[src/rtl/mem_port_arbiter.sv]
// mem_port_arbiter: shares one fixed-latency memory between fetch (I) and data (D) ports.
// Define FETCH_STARVE_GUARD_EN to let a starved fetch win once after STARVE_MAX D grants.
module mem_port_arbiter #(
    parameter int ADDR_W     = 32,
    parameter int DATA_W     = 32,
    parameter int MEM_LAT    = 2,
    parameter int STARVE_MAX = 4
) (
    input  logic              clk,
    input  logic              RESET_N,
    input  logic              if_req,
    input  logic [ADDR_W-1:0] if_addr,
    output logic [DATA_W-1:0] if_rdata,
    output logic              if_ack,
    input  logic              dm_req,
    input  logic              dm_we,
    input  logic [ADDR_W-1:0] dm_addr,
    input  logic [DATA_W-1:0] dm_wdata,
    output logic [DATA_W-1:0] dm_rdata,
    output logic              dm_ack,
    output logic              mem_en,
    output logic              mem_we,
    output logic [ADDR_W-1:0] mem_addr,
    output logic [DATA_W-1:0] mem_wdata,
    input  logic [DATA_W-1:0] mem_rdata,
    output logic              stall_if,
    output logic              stall_pipe,
    output logic              busy
);

    typedef enum logic [1:0] { IDLE, WAIT, RESP } state_t;
    typedef enum logic { OWNER_I = 1'b0, OWNER_D = 1'b1 } owner_t;

    localparam logic [3:0] CNT_INIT = 4'(MEM_LAT - 1);

    state_t     state, stateNext;
    owner_t     owner;
    logic [3:0] cnt;
    logic       favourFetch;
    logic       grantD, grantI;

    // Grants are only made from IDLE; D wins ties unless the fetch guard has tripped.
    assign grantD = (state == IDLE) && dm_req && !favourFetch;
    assign grantI = (state == IDLE) && if_req && (!dm_req || favourFetch);

`ifdef FETCH_STARVE_GUARD_EN
    localparam int STARVE_W = ($clog2(STARVE_MAX + 1) > 3) ? $clog2(STARVE_MAX + 1) : 3;
    localparam logic [STARVE_W-1:0] STARVE_LIM = STARVE_W'(STARVE_MAX);

    logic [STARVE_W-1:0] starve;

    assign favourFetch = if_req && (starve == STARVE_LIM);

    always_ff @(posedge clk or negedge RESET_N) begin
        if (!RESET_N) begin
            starve <= '0;
        end else if (state == IDLE) begin
            if (grantI || !if_req)
                starve <= '0;
            else if (grantD && (starve != STARVE_LIM))
                starve <= starve + 1'b1;
        end
    end
`else
    assign favourFetch = 1'b0;
`endif

    // NOTE: clocked blocks use non-blocking assignments only, so every register sees pre-edge values.
    always_ff @(posedge clk or negedge RESET_N) begin
        if (!RESET_N)
            state <= IDLE;
        else
            state <= stateNext;
    end

    // NOTE: the default is assigned before the case, so no path leaves stateNext unassigned (no latch).
    always_comb begin
        stateNext = state;
        case (state)
            IDLE:    if (grantD || grantI) stateNext = WAIT;
            WAIT:    if (cnt == 4'd0) stateNext = RESP;
            RESP:    stateNext = IDLE;
            default: stateNext = IDLE;
        endcase
    end

    // NOTE: the read-data registers are reset with everything else, so no X ever reaches a requester.
    always_ff @(posedge clk or negedge RESET_N) begin
        if (!RESET_N) begin
            owner     <= OWNER_I;
            cnt       <= '0;
            mem_en    <= 1'b0;
            mem_we    <= 1'b0;
            mem_addr  <= '0;
            mem_wdata <= '0;
            if_ack    <= 1'b0;
            dm_ack    <= 1'b0;
            if_rdata  <= '0;
            dm_rdata  <= '0;
        end else begin
            mem_en <= 1'b0;
            mem_we <= 1'b0;
            if_ack <= 1'b0;
            dm_ack <= 1'b0;
            case (state)
                IDLE: begin
                    if (grantD) begin
                        owner     <= OWNER_D;
                        mem_addr  <= dm_addr;
                        mem_wdata <= dm_wdata;
                        mem_we    <= dm_we;
                        mem_en    <= 1'b1;
                        cnt       <= CNT_INIT;
                    end else if (grantI) begin
                        owner    <= OWNER_I;
                        mem_addr <= if_addr;
                        mem_en   <= 1'b1;
                        cnt      <= CNT_INIT;
                    end
                end
                WAIT: begin
                    // The ack is raised here so it is high for exactly the RESP cycle.
                    if (cnt == 4'd0) begin
                        if (owner == OWNER_D) begin
                            dm_rdata <= mem_rdata;
                            dm_ack   <= 1'b1;
                        end else begin
                            if_rdata <= mem_rdata;
                            if_ack   <= 1'b1;
                        end
                    end else begin
                        cnt <= cnt - 1'b1;
                    end
                end
                default: ;
            endcase
        end
    end

    assign stall_if   = if_req & ~if_ack;
    assign stall_pipe = dm_req & ~dm_ack;
    assign busy       = (state != IDLE);

endmodule

[config.mk]
export PLATFORM = sky130hd
export DESIGN_NAME = mem_port_arbiter
export DESIGN_NICKNAME = d
export VERILOG_FILES = /design/src/rtl/mem_port_arbiter.sv
export SDC_FILE = /design/constraint.sdc
export NUM_CORES = 1
export LEC_CHECK = 0
export CAP_MARGIN = 40
export CORE_ASPECT_RATIO = 1.75
export CORE_MARGIN = 3
export CORE_UTILIZATION = 30
export CTS_CLUSTER_SIZE = 40
export DETAILED_ROUTE_END_ITERATION = 10
export SYNTH_ARGS = -nofsm -noshare
export SYNTH_HDL_FRONTEND = slang
export SYNTH_SLANG_ARGS = --single-unit
export TNS_END_PERCENT = 1
[constraint.sdc]
create_clock -name clk -period 2.2 [get_ports clk]
set_clock_uncertainty 0.2 [all_clocks]
set_input_delay 0.22 -clock clk [delete_from_list [all_inputs] [get_ports clk]]
set_output_delay 0.22 -clock clk [all_outputs]
set_load 0.05 [all_outputs]
==> results of run 1 <==
==> logic make-up (layout without fill, tap and decap cells) <==
kind of cell | Yosys count | in the layout | share of synthesized area
muxes | 130 | 130 | 0.2645
adders and majority gates | 2 | 2 | 0.004326
DFF | 139 | 139 | 0.6013
AOI/OAI and AO/OA | 72 | 72 | 0.06446
buffers and inverters | 29 | 311 | 0.03915
and+or+nand+nor | 22 | 22 | 0.02617
==> timing repair <==
action	in CTS	in global routing
endpoints found under the setup margin	32	32
gates cloned	0	0
resized for setup	0	0
hold buffers	1	0
hold endpoints to repair	126	0
pin swaps	0	0
==> stage by stage <==
step,cells,utilization,hold WS (ps)
floorplan,394,-,-275.6
global placement,882,0.4644,-27.11
detailed placement,882,0.4644,-19.17
global route,914,0.4955,115.6
finish,914,0.4955,89.19
CTS,914,0.4955,81.64
==> where the power goes <==
part	switching, uW	internal (uW)	leakage [uW]
logic	6250	3730	0.00202
clock network	1070	1670	0.000266
registers	701	3850	0.00163
==> final cells by class <==
class	count	area [um^2]
multi-input combinational	226	2079
timing repair buffer	276	2844
fill	1701	9457
tap	238	297.8
sequential	139	3478
clock buffer	22	484.2
inverter	4	15.01
clock inverter	9	90.09
==> cell usage in the layout (no fill, tap or decap), types with 3 or more instances in the layout <==
cell,instances
clkdlybuf4s50_1,262
mux2_2,58
nor2_1,3
dfrtp_1,139
clkbuf_8,4
clkinvlp_4,5
mux2i_1,34
clkbuf_16,17
mux2_1,9
buf_12,9
inv_1,4
a21oi_1,66
mux2_4,29
==> flip-flops by register name, indices dropped and copies added, names as in the netlist <==
signal,flops
mem_addr,32
mem_wdata,32
dm_rdata,32
cnt,4
dm_ack,1
state,2
if_rdata,32
mem_en,1
if_ack,1
owner,1
mem_we,1
==> worst paths after layout <==
check	end	from	cells after the start	slack, ps
min reg2reg	mem_wdata[30]	mem_wdata[30]	1	290
min in group clk	cnt[3]	dm_req	4	100
max reg2reg	if_rdata[23]	cnt[0]	4	40
max in group asynchronous	mem_wdata[27]	RESET_N	3	1000
max	if_rdata[23]	cnt[0]	4	40
min	mem_wdata[21]	RESET_N	2	90
==> layer usage <==
| layer | share of wire | track usage | up-vias |
|---|---|---|---|
| met1 | 0.34 | 0.1634 | 2055 |
| met3 | 0.065 | 0.04679 | 15 |
| met4 | 0.018 | 0.05453 | 0 |
| met2 | 0.58 | 0.3040 | 150 |
| li1 | - | - | 1936 |
| met5 | 0 | 0 | - |
==> critical path, stage by stage (launching register included) <==
cell and delay, ps:
dfrtp_1 410, inv_1 90, ha_1 280, nand4b_4 550, mux2_2 490
==> flow_summary.json, run 1 <==
{
  "status": "finished clean",
  "wl_per_cell_um": 18.08,
  "grt_start_max_net_pins": 58,
  "clkLatencyLatePin_ps": 410,
  "fmax_mhz": 461.9,
  "rows": 66,
  "fin_nets": 799,
  "final_cell_area_mm2": 0.009289,
  "vdd_drop_max_v": 0.001012,
  "rsz0062_at_grt": "yes",
  "pre_cts_ws_ps": -21.26,
  "port_buffers": 267,
  "synth_flop_cell": "dfrtp_1",
  "worstSetupEndpointType": "register",
  "ys_warn_count": 0,
  "cts_tree": "built",
  "postCtsSetupRepairBufs": 0,
  "ys_async_sr_fraction": 1.000,
  "hold_violations": 0,
  "worst_slack_ps": 35.08,
  "grt_pass1_wl_um": 26220,
  "yosys.area.top_type": "dfrtp_1",
  "hold_path_class": "primary input to async pin",
  "antenna_found_initial": 0,
  "core_area_mm2": 0.01875,
  "grt_pass1_vias": 4724,
  "dp_hpwl_um": 12530,
  "n_antenna_cell": 0,
  "remaining_drc_errors": 0,
  "die-area_mm2": 0.02105,
  "drv_slew": 0,
  "firstDrtPassIters": 4,
  "antenna_left": 0,
  "clkTransAtPathRegs_ps": 60,
  "path_class": "register to register",
  "synth_area_mm2": 0.005784,
  "netlist_top_cells_area": "dfrtp_1, mux2_2, mux2_4, mux2i_1, a21oi_1",
  "vias": 4156,
  "htreeDepth": 4,
  "post-synth-top-count-cell": "dfrtp_1",
  "gp_congestion": 0.7822,
  "grt_remaining_overflow": 0,
  "yosysTopAreaCellShare": 0.6013,
  "routed_wl_um": 16520,
  "drive_gt1_frac": 0.2056,
  "clockBufferDepth": 2,
  "die_w_um": 111.0,
  "die_y_um": 189.7,
  "syn_inst": 394,
  "clock-sinks": 139,
  "grtUsageTotal": 0.1591,
  "seq_area_frac_synth": 0.6013,
  "vias_per_cell": 4.547,
  "start_util": 0.3086,
  "maxCapViolCount": 0,
  "syn_avg_cell_area_um2": 14.68,
  "power.density_mw_per_mm2": 1859,
  "synth.ff_latch_count": 139,
  "cts_made_buffers": 17,
  "synth_common_cells": "dfrtp_1, a21oi_1, mux2_2",
  "required_ps": 2300,
  "path_max_fanout": 33,
  "finalPower_uw": 17270,
  "cp-start-kind": "register",
  "period_minus_slack_ps": 2165,
  "tns_ps": 0,
  "final.period_utilization": 0.9841,
  "leakage_uw": 0.003916,
  "worstMarginPinSlew_ps": 653.8,
  "synthToLayoutAreaGrowth_pct": 60.59,
  "place_area_mm2": 0.008705,
  "cp_data_arrival_time_ps": 2260,
  "synthDistinctLibCells": 34,
  "io_pins": 268,
  "synth_edf_count": 0,
  "syn_nets": 529,
  "max_slew_margin": 0.5635,
  "cts_root_buf": "clkbuf_16",
  "final-setup-viol-count": 0,
  "drtIter0Drc": 146
}
Note: power is estimated with default switching activity, not from simulation.
==> run 2: changes to the inputs <==
--- a/config.mk
+++ b/config.mk
@@ -5,12 +5,14 @@
 export SDC_FILE = /design/constraint.sdc
 export NUM_CORES = 1
 export LEC_CHECK = 0
+export ABC_CLOCK_PERIOD_IN_PS = 2200
 export CAP_MARGIN = 40
 export CORE_ASPECT_RATIO = 1.75
 export CORE_MARGIN = 3
-export CORE_UTILIZATION = 30
+export CORE_UTILIZATION = 40
 export CTS_CLUSTER_SIZE = 40
 export DETAILED_ROUTE_END_ITERATION = 10
+export PLACE_DENSITY = 0.78
 export SYNTH_ARGS = -nofsm -noshare
 export SYNTH_HDL_FRONTEND = slang
 export SYNTH_SLANG_ARGS = --single-unit
==> flow_summary.json, run 2 (synthesized netlist as in run 1, its figures left out) <==
{
  "cp-start-kind": "register",
  "min_from": "dm_req",
  "p_seq_frac": 0.262,
  "drtIter0Drc": 110,
  "holdPathStages": 3,
  "io_pins": 268,
  "rows": 57,
  "rsz0062_at_grt": "yes",
  "worstSetupEndpointType": "register",
  "cts_root_buf": "clkbuf_16",
  "port_buffers": 267,
  "path_max_fanout": 33,
  "worstHoldEndpoint": "owner",
  "path_cells": "inv_1 -> ha_1 -> nand4b_4 -> mux2_2",
  "cts_tree": "built",
  "p_int_uw": 9452,
  "finalPower_uw": 17520,
  "maxCapViolCount": 0,
  "drive_gt1_frac": 0.2062,
  "vias_per_cell": 4.918,
  "start_util": 0.4117,
  "clkTransAtPathRegs_ps": 60,
  "die_w_um": 96.90,
  "grtUsageTotal": 0.2029,
  "dp_hpwl_um": 12330,
  "r2r-start": "cnt[0]",
  "period_minus_slack_ps": 2147,
  "slowest_stage": "nand4b_4",
  "swShare": 0.4606,
  "synthToLayoutAreaGrowth_pct": 59.87,
  "final_cell_area_mm2": 0.009248,
  "firstDrtPassIters": 4,
  "grt_start_max_net_pins": 69,
  "reg2reg_depth": 4,
  "wl_per_cell_um": 19.11,
  "r2r-end": "if_rdata[31]",
  "routed_wl_um": 16360,
  "cp_top_family": "simple AND/OR/NAND/NOR gates",
  "vdd_drop_max_v": 0.001123,
  "core_area_mm2": 0.01405,
  "final.period_utilization": 0.9759,
  "die-area_mm2": 0.01600,
  "power.density_mw_per_mm2": 1895,
  "n_antenna_cell": 0,
  "remaining_drc_errors": 0,
  "clock-sinks": 139,
  "drv_slew": 0,
  "hold_violations": 0,
  "ff2ff_setup_slack_ps": 50,
  "utilization": 0.6582,
  "grt_pass1_vias": 4684,
  "power_frac_comb": 0.568,
  "critPathBufInv": 1,
  "clkLatencyLatePin_ps": 410,
  "cts_made_buffers": 17,
  "vias": 4210,
  "switching_power_uw": 8071,
  "worstMarginPinSlew_ps": 620.2,
  "antenna_left": 0,
  "grt_pass1_wl_um": 25370,
  "place_area_mm2": 0.008591,
  "grt_remaining_overflow": 0,
  "fmax_mhz": 465.8,
  "required_ps": 2290,
  "pwr-share-clk": 0.170,
  "gp_congestion": 0.8425,
  "final-setup-viol-count": 0,
  "final_cell_mix": "clkdlybuf4s50_1, dfrtp_1, a21oi_1, mux2_2, mux2i_1",
  "path_class": "register to register",
  "clockBufferDepth": 2,
  "antenna_found_initial": 0,
  "hold_path_class": "primary input to register",
  "status": "finished clean",
  "max_slew_margin": 0.5865,
  "max_stage_delay_ps": 530,
  "htreeDepth": 4,
  "cts-resized-gates": 0,
  "die_y_um": 165.1,
  "leakage_uw": 0.003943,
  "cp_data_arrival_time_ps": 2240,
  "fin_nets": 801,
  "postCtsSetupRepairBufs": 0,
  "final_common_cell": "clkdlybuf4s50_1"
}
-- run 2: changes by cell type in the layout (fill, tap and decap cells not counted) --
cell / delta
clkinv_4: -1
clkinvlp_4: -2
bufinv_16: +2
clkbuf_8: -1
buf_12: -3
inv_6: +4
clkinv_2: -1
dlygate4sd3_1: +2
buf_4: +3
-- run 2: stage by stage --
stage	TNS [ps]	worst slack, ps	cells	hold WS (ps)
floorplan	0	363.6	394	-275.6
finish	0	53.04	856	69.07
global placement	0	101.7	821	-138.8
CTS	-2.352	-1.820	856	63.54
global route	-3182	-114.0	856	97.43
detailed placement	-3.057	-1.559	821	-138.7
-- run 2: per-layer routing --
layer | track usage | up-vias | routed length (um)
met5 | 0 | - | 0
met4 | 0.09329 | 0 | 584
met3 | 0.06389 | 33 | 1031
met2 | 0.3651 | 176 | 9017
met1 | 0.2168 | 2061 | 5728
li1 | - | 1940 | -
-- run 2: repair_timing --
item,CTS,global route
hold buffers,3,0
setup endpoints to repair,2,32
hold endpoints to repair,139,0
gates cloned,0,0
-- run 2: how the worst max path moves through the flow --
stage                     startpoint           end  slack, ps  depth (start not counted)
after detailed placement      cnt[0]  if_rdata[27]         -2                          4
after global routing          cnt[0]  if_rdata[21]       -110                          4
after floorplan               cnt[0]   dm_rdata[0]        360                          6
after CTS                     cnt[0]   if_rdata[6]         -2                          4
final                         cnt[0]  if_rdata[31]         50                          4
after global placement        cnt[0]  if_rdata[20]        100                          4
-- run 2: area by class of cell --
cell class	instances	area (um^2)
Clock buffer	21	470.5
Sequential cell	139	3478
Multi-Input combinational cell	226	2079
Fill cell	1032	4802
Inverter	4	15.01
Clock inverter	11	156.4
Tap cell	177	221.5
Timing Repair Buffer	278	2826
-- run 2: worst min-delay path, delay by kind of cell --
kind	cells	cell delay (ps)
simple gates	1	200
compound gates	1	100
buf+inv	1	120
-- run 2: power groups by stage --
stage,Combinational (uW),Sequential (uW),Clock [uW]
5_1_grt,10400,4740,3140
4_1_cts,10100,4600,3040
3_3_place_gp,9830,4560,0
3_5_place_dp,10000,4610,0
6_report,9960,4590,2970
2_1_floorplan,2390,8770,0
==> run 3: changes to the inputs <==
--- a/config.mk
+++ b/config.mk
@@ -7,7 +7,7 @@
 export LEC_CHECK = 0
 export ABC_CLOCK_PERIOD_IN_PS = 2200
 export CAP_MARGIN = 40
-export CORE_ASPECT_RATIO = 1.75
+export CORE_ASPECT_RATIO = 1.5
 export CORE_MARGIN = 3
 export CORE_UTILIZATION = 40
 export CTS_CLUSTER_SIZE = 40
==> flow_summary.json, run 3 (synthesized netlist as in run 1, its figures left out) <==
{
  "status": "finished clean",
  "nFillCells": 1088,
  "grt_pass1_wl_um": 25720,
  "drive_gt1_frac": 0.2097,
  "clock-sinks": 139,
  "drtIter0Drc": 183,
  "r2r-end": "if_rdata[16]",
  "vias_per_cell": 4.907,
  "vias": 4264,
  "grt_start_max_net_pins": 65,
  "hold_violations": 0,
  "synthToLayoutAreaGrowth_pct": 60.42,
  "routed_wl_um": 16200,
  "timing.hold.ws_ps": 27.23,
  "worstSetupEndpointType": "register",
  "period_minus_slack_ps": 2180,
  "utilization": 0.6600,
  "remaining_drc_errors": 0,
  "clockBufferDepth": 2,
  "cts_made_buffers": 17,
  "grt_remaining_overflow": 0,
  "power.density_mw_per_mm2": 1904,
  "wl_per_cell_um": 18.64,
  "die_y_um": 153.3,
  "finalPower_uw": 17670,
  "final_common_cell": "clkdlybuf4s50_1",
  "final.period_utilization": 0.9909,
  "die_w_um": 104.2,
  "r2r-start": "cnt[0]",
  "path_max_fanout": 33,
  "fin_nets": 801,
  "max_slew_margin": 0.5687,
  "path_class": "register to register",
  "start_util": 0.4114,
  "htreeDepth": 4,
  "dp_hpwl_um": 11980,
  "maxCapViolCount": 0,
  "tns_ps": 0,
  "final-setup-viol-count": 0,
  "postCtsSetupRepairBufs": 0,
  "core_area_mm2": 0.01406,
  "gp_congestion": 0.8644,
  "clkLatencyLatePin_ps": 400,
  "port_buffers": 267,
  "grtUsageTotal": 0.2041,
  "firstDrtPassIters": 4,
  "antenna_found_initial": 0,
  "final_cell_mix": "clkdlybuf4s50_1, dfrtp_1, a21oi_1, mux2_2, mux2i_1",
  "reg2reg_depth": 4,
  "rsz0062_at_grt": "yes",
  "worstMarginPinSlew_ps": 646.0,
  "cp_data_arrival_time_ps": 2260,
  "leakage_uw": 0.003958,
  "clkTransAtPathRegs_ps": 60,
  "io_pins": 268,
  "cts_tree": "built",
  "drv_slew": 0,
  "required_ps": 2280,
  "cts-resized-gates": 0,
  "die-area_mm2": 0.01597,
  "ff2ff_setup_slack_ps": 20,
  "hold_path_class": "primary input to async pin",
  "vdd_drop_max_v": 0.001119,
  "rows": 53,
  "cp-start-kind": "register",
  "n_antenna_cell": 0,
  "fmax_mhz": 458.7,
  "cts_root_buf": "clkbuf_16",
  "antenna_left": 0,
  "grt_pass1_vias": 4718
}
run 3: cell count changes in the layout (fill, tap and decap cells not counted), moves of 2 or more:
cell           change
bufinv_16          +2
clkinvlp_4         -2
buf_4              +2
dlygate4sd3_1      -2
clkbuf_8           -3
clkinv_4           +2
inv_6              -2
run 3: area by class of cell:
cell class / instances / area (um^2) / share of cell area
flip-flops and latches: 139 / 3478 / 0.3749
repair buffers: 278 / 2821 / 0.3041
multi-input cells: 226 / 2081 / 0.2242
clock buffers: 17 / 425.4 / 0.04585
well taps: 192 / 240.2 / 0.02589
clock inverters: 13 / 217.7 / 0.02346
inverters: 4 / 15.01 / 0.001618
run 3: per-layer routing:
metal	track usage	wire length, um	vias up
met1	0.2145	5755	2127
li1	-	-	1942
met5	0	0	-
met2	0.3749	8896	164
met4	0.08365	466	0
met3	0.06379	1082	31
run 3: critical path, cell delays in order (launching register included):
cell      delay [ps]
dfrtp_1          410
inv_1            100
ha_1             290
nand4b_4         560
mux2_2           500
run 3: worst max path at each step:
stage / from / endpoint
finish: cnt[0] / if_rdata[16]
global route: cnt[0] / if_rdata[19]
CTS: cnt[0] / if_rdata[16]
detailed placement: cnt[0] / if_rdata[27]
global placement: cnt[0] / if_rdata[16]
floorplan: cnt[0] / dm_rdata[0]
run 3: power breakdown:
part,internal [uW],switching [uW]
registers,3850,730
clock network,2020,1090
logic,3720,6260
total,9590,8080
run 3: per-stage QoR:
step	std cells	area, um^2	worst slack [ps]
after global routing	869	9279	-78.88
after detailed placement	838	8626	16.61
final	869	9279	19.96
after global placement	838	8626	95.09
after CTS	869	9279	4.017
after floorplan	394	5784	363.6
run 3: what timing repair did:
item,4_1_cts,5_1_grt
endpoints found under the setup margin,0,32
endpoints found under the hold margin,139,0
hold buffers,1,0
